File: src/rtl/freq_sweep_ctrl_if.sv
`default_nettype none
// ============================================================================
//  Module   : freq_sweep_ctrl_if
//  Purpose  : Control/status bundle between the sweep controller and the
//             logic that programs it (sweep limits, dwell, start/stop, and
//             the registered frequency word plus status flags).
//  Revision : 1.0  initial release
// ============================================================================
interface freq_sweep_ctrl_if #(
  parameter int FREQ_W  = 24,
  parameter int DWELL_W = 16
);
  logic               start_in;
  logic               stop_in;
  logic [1:0]         mode_in;
  logic [FREQ_W-1:0]  f_start_in;
  logic [FREQ_W-1:0]  f_stop_in;
  logic [FREQ_W-1:0]  f_step_in;
  logic [DWELL_W-1:0] dwell_in;
  logic [FREQ_W-1:0]  freq_inc_out;
  logic               busy_out;
  logic               dir_out;
  logic               done_out;

  // Control side: programs the sweep and observes its progress
  modport master (
    output start_in, stop_in, mode_in, f_start_in, f_stop_in, f_step_in, dwell_in,
    input  freq_inc_out, busy_out, dir_out, done_out
  );

  // Sweep controller side
  modport slave (
    input  start_in, stop_in, mode_in, f_start_in, f_stop_in, f_step_in, dwell_in,
    output freq_inc_out, busy_out, dir_out, done_out
  );
endinterface
`default_nettype wire

File: src/rtl/freq_sweep_ctrl.sv
`default_nettype none
// ============================================================================
//  Module   : freq_sweep_ctrl
//  Purpose  : Steps a DDS frequency-increment word from f_start to f_stop in
//             f_step increments, holding each value for a programmable dwell.
//             Modes: one-shot up, sawtooth repeat, triangle.
//  Revision : 1.0  initial release
// ============================================================================
module freq_sweep_ctrl #(
  parameter int FREQ_W  = 24,
  parameter int DWELL_W = 16
) (
  input  wire               clk_in,
  input  wire               rstn_in,
  freq_sweep_ctrl_if.slave  bus
);

  localparam logic [1:0] S_IDLE = 2'd0;
  localparam logic [1:0] S_UP   = 2'd1;
  localparam logic [1:0] S_DOWN = 2'd2;

  localparam logic [1:0] M_REPEAT   = 2'd1;
  localparam logic [1:0] M_TRIANGLE = 2'd2;

  logic [1:0]         r_state;
  logic [1:0]         r_mode;
  logic [FREQ_W-1:0]  r_f_start;
  logic [FREQ_W-1:0]  r_f_stop;
  logic [FREQ_W-1:0]  r_f_step;
  logic [DWELL_W-1:0] r_reload;
  logic [DWELL_W-1:0] r_cnt;
  logic [FREQ_W-1:0]  r_freq;
  logic               r_busy;
  logic               r_dir;
  logic               r_done;

  logic [FREQ_W:0]    w_sum;
  logic [FREQ_W:0]    w_diff;
  logic [FREQ_W-1:0]  w_next_up;
  logic [FREQ_W-1:0]  w_next_dn;
  logic [DWELL_W-1:0] w_in_reload;
  logic               w_degenerate;
  logic               w_go;

  // Next up/down candidates computed one bit wider so carry/borrow can clamp.
  // In UP-at-f_stop the down candidate is f_stop-step; in DOWN-at-f_start the
  // up candidate is f_start+step, so both transitions share these paths.
  always_comb begin
    w_sum     = {1'b0, r_freq} + {1'b0, r_f_step};
    w_diff    = {1'b0, r_freq} - {1'b0, r_f_step};
    w_next_up = (w_sum[FREQ_W] || (w_sum[FREQ_W-1:0] > r_f_stop))  ? r_f_stop  : w_sum[FREQ_W-1:0];
    w_next_dn = (w_diff[FREQ_W] || (w_diff[FREQ_W-1:0] < r_f_start)) ? r_f_start : w_diff[FREQ_W-1:0];
  end

  // Start qualification and dwell reload (a dwell of 0 behaves like 1)
  always_comb begin
    w_go         = bus.start_in && !bus.stop_in;
    w_degenerate = (bus.f_step_in == '0) || (bus.f_stop_in <= bus.f_start_in);
    w_in_reload  = (bus.dwell_in == '0) ? '0 : bus.dwell_in - 1'b1;
  end

  // Sweep state machine, dwell counter and registered outputs
  always_ff @(posedge clk_in or negedge rstn_in) begin
    if (!rstn_in) begin
      r_state   <= S_IDLE;
      r_mode    <= '0;
      r_f_start <= '0;
      r_f_stop  <= '0;
      r_f_step  <= '0;
      r_reload  <= '0;
      r_cnt     <= '0;
      r_freq    <= '0;
      r_busy    <= 1'b0;
      r_dir     <= 1'b1;
      r_done    <= 1'b0;
    end else begin
      r_done <= 1'b0;
      case (r_state)
        S_IDLE: begin
          if (w_go) begin
            r_mode    <= bus.mode_in;
            r_f_start <= bus.f_start_in;
            r_f_stop  <= bus.f_stop_in;
            r_f_step  <= bus.f_step_in;
            r_reload  <= w_in_reload;
            r_freq    <= bus.f_start_in;
            if (w_degenerate) begin
              r_done <= 1'b1;
            end else begin
              r_cnt   <= w_in_reload;
              r_busy  <= 1'b1;
              r_dir   <= 1'b1;
              r_state <= S_UP;
            end
          end
        end
        S_UP, S_DOWN: begin
          if (bus.stop_in) begin
            r_busy  <= 1'b0;
            r_state <= S_IDLE;
          end else if (r_cnt != '0) begin
            r_cnt <= r_cnt - 1'b1;
          end else begin
            r_cnt <= r_reload;
            if (r_state == S_UP) begin
              if (r_freq < r_f_stop) begin
                r_freq <= w_next_up;
              end else if (r_mode == M_REPEAT) begin
                r_freq <= r_f_start;
              end else if (r_mode == M_TRIANGLE) begin
                r_freq  <= w_next_dn;
                r_dir   <= 1'b0;
                r_state <= S_DOWN;
              end else begin
                r_busy  <= 1'b0;
                r_done  <= 1'b1;
                r_state <= S_IDLE;
              end
            end else begin
              if (r_freq > r_f_start) begin
                r_freq <= w_next_dn;
              end else begin
                r_freq  <= w_next_up;
                r_dir   <= 1'b1;
                r_state <= S_UP;
              end
            end
          end
        end
        default: begin
          r_busy  <= 1'b0;
          r_state <= S_IDLE;
        end
      endcase
    end
  end

  assign bus.freq_inc_out = r_freq;
  assign bus.busy_out     = r_busy;
  assign bus.dir_out      = r_dir;
  assign bus.done_out     = r_done;

endmodule
`default_nettype wire
File: src/flat_wrapper.sv
// flat-port wrapper written by rule: the top's interface ports become plain ports
module freq_sweep_ctrl_flat 
#(
  parameter int FREQ_W  = 24,
  parameter int DWELL_W = 16
)
  (clk_in, rstn_in, bus_start_in, bus_stop_in, bus_mode_in, bus_f_start_in, bus_f_stop_in, bus_f_step_in, bus_dwell_in, bus_freq_inc_out, bus_busy_out, bus_dir_out, bus_done_out);
  freq_sweep_ctrl_if #(.FREQ_W(FREQ_W), .DWELL_W(DWELL_W)) bus_i ();
  input  wire clk_in;
  input  wire rstn_in;
  input wire logic [$bits(bus_i.start_in)-1:0] bus_start_in;
  input wire logic [$bits(bus_i.stop_in)-1:0] bus_stop_in;
  input wire logic [$bits(bus_i.mode_in)-1:0] bus_mode_in;
  input wire logic [$bits(bus_i.f_start_in)-1:0] bus_f_start_in;
  input wire logic [$bits(bus_i.f_stop_in)-1:0] bus_f_stop_in;
  input wire logic [$bits(bus_i.f_step_in)-1:0] bus_f_step_in;
  input wire logic [$bits(bus_i.dwell_in)-1:0] bus_dwell_in;
  output wire logic [$bits(bus_i.freq_inc_out)-1:0] bus_freq_inc_out;
  output wire logic [$bits(bus_i.busy_out)-1:0] bus_busy_out;
  output wire logic [$bits(bus_i.dir_out)-1:0] bus_dir_out;
  output wire logic [$bits(bus_i.done_out)-1:0] bus_done_out;
  assign bus_i.start_in = bus_start_in;
  assign bus_i.stop_in = bus_stop_in;
  assign bus_i.mode_in = bus_mode_in;
  assign bus_i.f_start_in = bus_f_start_in;
  assign bus_i.f_stop_in = bus_f_stop_in;
  assign bus_i.f_step_in = bus_f_step_in;
  assign bus_i.dwell_in = bus_dwell_in;
  assign bus_freq_inc_out = bus_i.freq_inc_out;
  assign bus_busy_out = bus_i.busy_out;
  assign bus_dir_out = bus_i.dir_out;
  assign bus_done_out = bus_i.done_out;
  freq_sweep_ctrl #(.FREQ_W(FREQ_W), .DWELL_W(DWELL_W)) u_core (.clk_in(clk_in), .rstn_in(rstn_in), .bus(bus_i));
endmodule
File: config.mk
export PLATFORM = sky130hd
export DESIGN_NAME = freq_sweep_ctrl_flat
export DESIGN_NICKNAME = d
export VERILOG_FILES = /design/src/rtl/freq_sweep_ctrl_if.sv /design/src/rtl/freq_sweep_ctrl.sv /design/src/flat_wrapper.sv
export SDC_FILE = /design/constraint.sdc
export NUM_CORES = 1
export LEC_CHECK = 0
export BUFFER_PORTS_ARGS = -buffer_cell sky130_fd_sc_hd__buf_2
export CAP_MARGIN = 20
export CORE_MARGIN = 2
export CORE_UTILIZATION = 62
export DETAILED_ROUTE_END_ITERATION = 12
export PLACE_DENSITY = 0.83
export SKIP_LAST_GASP = 1
export SLEW_MARGIN = 0
export SYNTH_ARGS = -nofsm -noshare
export SYNTH_HDL_FRONTEND = slang
export SYNTH_SLANG_ARGS = --single-unit
File: constraint.sdc
create_clock -name clk_in -period 6.55 [get_ports clk_in]
set_input_delay 0 -clock clk_in [delete_from_list [all_inputs] [get_ports clk_in]]
set_output_delay 0 -clock clk_in [all_outputs]
set_load 0.01 [all_outputs]
**Word-level counts from Yosys, hierarchy flattened**

Index checks and enable logic that the tools add are counted.

- Register bits: 135
- Output and inout port bits: 27
- Logic and storage cells: 111

- Add/subtract/negate cells: 4
- Order comparisons: 5
- Eq/ne operators: 21
- Muxes and demuxes: 53
- Reductions and logical operators: 17

Operators by type and width:

| cell | count |
|---|---|
| $mux 24 | 10 |
| $mux 16 | 5 |
| $gt 24x24->1 | 2 |
| $lt 24x24->1 | 2 |
| $pmux 24 s2 | 1 |
| $pmux 16 s2 | 1 |
| $sub 16x1->16 const B | 2 |
| $add 24x24->25 | 1 |
| $sub 24x24->25 | 1 |
| $le 24x24->1 | 1 |
| $logic_not 24->1 | 1 |
| $mux 1 | 23 |
| $ne 3x3->1 const B | 7 |
| $mux 2 | 9 |
| $logic_not 16->1 | 1 |
| $reduce_bool 16->1 | 1 |
| $reduce_and 9->1 | 1 |
| $ne 4x4->1 const B | 2 |
| $reduce_and 7->1 | 1 |
| $ne 2x2->1 const B | 3 |
| $ne 3x2->1 const B | 2 |
| $pmux 1 s2 | 3 |
| $reduce_and 6->1 | 1 |
| $ne 5x5->1 const B | 1 |
| 14 further kinds | 18 |

**Logic depth before layout (Yosys ltp)**

- Depth after elaboration: 11
- Mapped depth: 22

**Worst setup path before layout**

Ideal clock, no wire load.

- Path kind: register -> register
- Start: reg u_core.r_freq[6], in the netlist u_core.bus.freq_inc_out[6]
- End: reg u_core.r_freq[9], in the netlist u_core.bus.freq_inc_out[9]
- Data arrival time: 4,875 ps
- Required time: 6,424 ps
- Setup slack: 1,549 ps
- Cell stages (with the launch flop): 22
- Clock period less this slack: 5,001 ps
- Cells stage by stage: dfrtp_1 > ha_1 > buf_2 > a21oi_1 > o21ai_0 > nand3b_1 > o211a_1 > nor4b_1 > nor4b_1 > or3_1 > and2_1 > ha_1 > nand4_1 > nor3_1 > and3_1 > o21a_1 > o22ai_1 > nor2_4 > buf_4 > mux2_2 > a221oi_2 > a21oi_1

- Word-level cells in the longest chain between the ends: 11

Ends and longest elaborated chain:

| item | RTL line | RTL |
|---|---|---|
| start, declared | freq_sweep_ctrl.sv:32 | `logic [FREQ_W-1:0] r_freq;` |
| start signal, assigned | freq_sweep_ctrl.sv:86 | `r_freq <= bus.f_start_in;` |
| start signal, assigned | freq_sweep_ctrl.sv:107 | `r_freq <= w_next_up;` |
| start signal, assigned | freq_sweep_ctrl.sv:109 | `r_freq <= r_f_start;` |
| $sub 24x24->25 | freq_sweep_ctrl.sv:50 | `w_diff = {1'b0, r_freq} - {1'b0, r_f_step};` |
| $lt 24x24->1 | freq_sweep_ctrl.sv:52 | `w_next_dn = (w_diff[FREQ_W] \|\| (w_diff[FREQ_W-1:0] < r_f_start)) ? r_f_start : w_diff[FREQ_W-1:0];` |
| $logic_or 1x1->1 | freq_sweep_ctrl.sv:52 |  |
| $mux 24 | freq_sweep_ctrl.sv:52 |  |
| $mux 24 | freq_sweep_ctrl.sv:110 | `end else if (r_mode == M_TRIANGLE) begin` |
| $mux 24 | freq_sweep_ctrl.sv:108 | `end else if (r_mode == M_REPEAT) begin` |
| $mux 24 | freq_sweep_ctrl.sv:106 | `if (r_freq < r_f_stop) begin` |
| $mux 24 | freq_sweep_ctrl.sv:105 | `if (r_state == S_UP) begin` |
| $mux 24 | freq_sweep_ctrl.sv:101 | `end else if (r_cnt != '0) begin` |
| $mux 24 | freq_sweep_ctrl.sv:98 | `if (bus.stop_in) begin` |
| $pmux 24 s2 | freq_sweep_ctrl.sv:78 | `case (r_state)` |

Several ways; a longest one is shown, not always the timed one. The select of a mux whose other input is x is not followed.
A chain may end at the register's enable or synchronous reset.

**Worst setup path after layout**

- Start: reg u_core.r_freq[6], in the netlist u_core.bus.freq_inc_out[6]
- End: reg u_core.r_freq[7], in the netlist u_core.bus.freq_inc_out[7]

Same word-level chain as after synthesis.

==> impl_metrics.json <==
{
  "status": "completed",
  "maxCapViolations": 0,
  "synth_ff_type": "dfrtp_1",
  "synth_area_leaders": "dfrtp_1 26%, ha_1 17%, mux2_2 6.0%",
  "via_per_inst": 6.59,
  "rsz0062_at_grt": "no",
  "ant_nets": 0,
  "grt_max_degree": 78,
  "dieHeight_um": 149,
  "cp.required_ns": 6.87,
  "wl_per_cell_um": 21.9,
  "ys_types": 97,
  "std_cell_rows": 53,
  "syn_area_mm2": 0.0130,
  "design.die.area_mm2": 0.0222,
  "setup_violations": 0,
  "portBuffers": 120,
  "synth_area_per_cell_um2": 8.46,
  "root_buffer": "clkbuf_16",
  "r2r_cells": 19,
  "async_flop_share_pct": 100,
  "synthXorXnorAreaFrac_pct": 3.49,
  "synth_fp_nets": 1810,
  "post_cts_resized": 0,
  "drt_iter0_markers": 1358,
  "yosys.area.top_type": "dfrtp_1",
  "place.gp.congestion": 0.997,
  "yosysMostFrequentCell": "ha_1",
  "hold_depth": 4,
  "fin_tns_setup_ns": 0,
  "grtUsageTotal_pct": 40.1,
  "post-dp-hpwl_um": 31300,
  "clk_pin_slew_worst_paths_ns": 0.08,
  "core_mm2": 0.0208,
  "max_freq_mhz": 172,
  "synth_compound_area_share_pct": 23.7,
  "finalCritPeriodShare_pct": 88.8,
  "dr.pass1.iters": 5,
  "slew_violations": 0,
  "grt_overflow": 0,
  "dr_total_vias": 13237,
  "syn_inst": 1540,
  "antennaDiodeCount": 0,
  "io-pin-count": 121,
  "max-clock-path-buffers": 2,
  "fin_crit_ns": 5.81,
  "layout-drive-gt1-share_pct": 15.9,
  "dieWidth_um": 149,
  "routed_wl_um": 44000,
  "clock-sinks": 135,
  "crit_type": "reg2reg",
  "cts_made_buffers": 17,
  "ys.warnings.count": 0,
  "slew-limit-headroom_pct": 35.8,
  "cp_max_fo": 16,
  "cp-end-kind": "flip-flop",
  "finalNonFillerCells": 2009,
  "synth_seq_cells": 135,
  "clock_latency_ns": 0.45,
  "cp-start-kind": "flip-flop",
  "synth.area.mux_share_pct": 7.92,
  "dp_cells": 1887,
  "worst_pin_slew_ns": 0.960,
  "syn2layout_area_growth_pct": 17.1,
  "cts_tree": "done",
  "htree_levels": 4,
  "synth-simple-area-share_pct": 15.5,
  "synth_edf_count": 0,
  "hold_path_class": "in2reg",
  "synthAdderAreaFrac_pct": 17.0,
  "grt_pass1_vias": 13135,
  "start_util_pct": 62.6,
  "finalHoldViolCount": 0,
  "post-route-drc-count": 0,
  "grt_antenna_before_repair": 0,
  "cp.arrival_ns": 6.14,
  "skew_ns": 0.0153,
  "nets": 1991,
  "synth_top_family_by_area": "compound AO/OA/AOI/OAI gates",
  "synth_top_area_share_pct": 25.7,
  "grt_pass1_wl_um": 69200,
  "synth-seq-area-share_pct": 25.9,
  "yosys-top-cells-count": "174 x ha_1, 147 x a21oi_1, 138 x inv_1"
}
==> registers in the layout, indices dropped and copies added, names as in the netlist <==
signal                   flops
u_core.bus.freq_inc_out     24
u_core.r_f_start            24
u_core.r_f_step             24
u_core.r_f_stop             24
u_core.r_cnt                16
u_core.r_reload             16
u_core.r_mode                2
u_core.r_state               2
u_core.bus.busy_out          1
u_core.bus.dir_out           1
u_core.bus.done_out          1
==> routing by layer <==
| metal | routed length, µm | GRT usage, % |
|---|---|---|
| met1 | 17500 | 51.6 |
| met2 | 19900 | 64.2 |
| met3 | 4150 | 7.65 |
| met4 | 2380 | 20.7 |
| met5 | 0 | 0 |
==> area by class of cell <==
cell class                      instances  area (µm²)
Inverter                              141         529
Multi-Input combinational cell       1202        8830
Sequential cell                       135        3380
Clock buffer                           18         429
Fill cell                            1573        5570
Timing Repair Buffer                  224        1610
Clock inverter                         14         130
Tap cell                              275         344
==> cell families (layout without fill, tap and decap cells) <==
group,count (synthesis),in the layout
muxes,91,91
buffers and inverters,203,397
DFF,135,135
adders and majority gates,176,176
xor gates and xnor gates,52,52
and+or+nand+nor,409,409
AOI/OAI and AO/OA,474,474
==> worst max-delay path: stages, from the launching register on <==
cell,delay (ns)
dfrtp_1,0.47
ha_1,0.47
a21oi_1,0.25
o21ai_0,0.14
nand3b_1,0.22
o211a_1,0.26
nor4b_1,0.58
nor4b_1,0.15
or3_1,0.41
and2_1,0.18
ha_1,0.29
nand4_1,0.12
nor3_1,0.33
and3_1,0.23
o21a_1,0.14
o22ai_1,0.18
nor2_4,0.44
mux2_2,0.40
a221oi_1,0.32
a21oi_1,0.13
==> what timing repair did <==
action / 4_1_cts / 5_1_grt
hold buffers: 90 / 0
buffers inserted: 0 / 0
endpoints found under the hold margin: 161 / 0
==> path summary, 6_finish.rpt <==
path	startpoint	endpoint	slack [ns]
min in group asynchronous	rstn_in	u_core.r_f_step[5]$_DFFE_PN0P_	0.16
setup reg to reg	u_core.bus.freq_inc_out[6]$_DFFE_PN0P_	u_core.bus.freq_inc_out[7]$_DFFE_PN0P_	0.74
hold reg to reg	u_core.r_f_start[10]$_DFFE_PN0P_	u_core.r_f_start[10]$_DFFE_PN0P_	0.49
max in group asynchronous	rstn_in	u_core.r_f_stop[18]$_DFFE_PN0P_	5.02
setup / recovery	u_core.bus.freq_inc_out[6]$_DFFE_PN0P_	u_core.bus.freq_inc_out[7]$_DFFE_PN0P_	0.74
hold / removal	bus_start_in	u_core.bus.done_out$_DFF_PN0_	0.08
==> through the flow <==
| step | worst slack (ns) | cell area (µm²) | hold WS, ns | util (%) |
|---|---|---|---|---|
| detailed placement | 0.855 | 13800 | 0.0759 | 66.2 |
| global route | 0.331 | 15300 | 0.106 | 73.3 |
| finish | 0.736 | 15300 | 0.0831 | 73.3 |
| floorplan | 1.55 | 13000 | -0.296 | - |
| global placement | 1.01 | 13800 | 0.0666 | 66.2 |
| CTS | 0.789 | 15300 | 0.0566 | 73.3 |
==> cell usage in the layout, fill, tap and decap left out, types with 43 or more instances in the layout <==
master | netlist | routed
a21oi_1 | 147 | 146
buf_2 | 16 | 119
dfrtp_1 | 134 | 134
dlygate4sd3_1 | 0 | 90
ha_1 | 174 | 174
inv_1 | 138 | 138
mux2_2 | 69 | 69
nand2_1 | 132 | 131
nand3_1 | 47 | 47
nor2_1 | 81 | 81
o21ai_0 | 106 | 106
xnor2_1 | 43 | 43
Power is left out: the tool's default activity adds up to more than one toggle a clock period on the data nets, which glitch-free logic cannot reach.
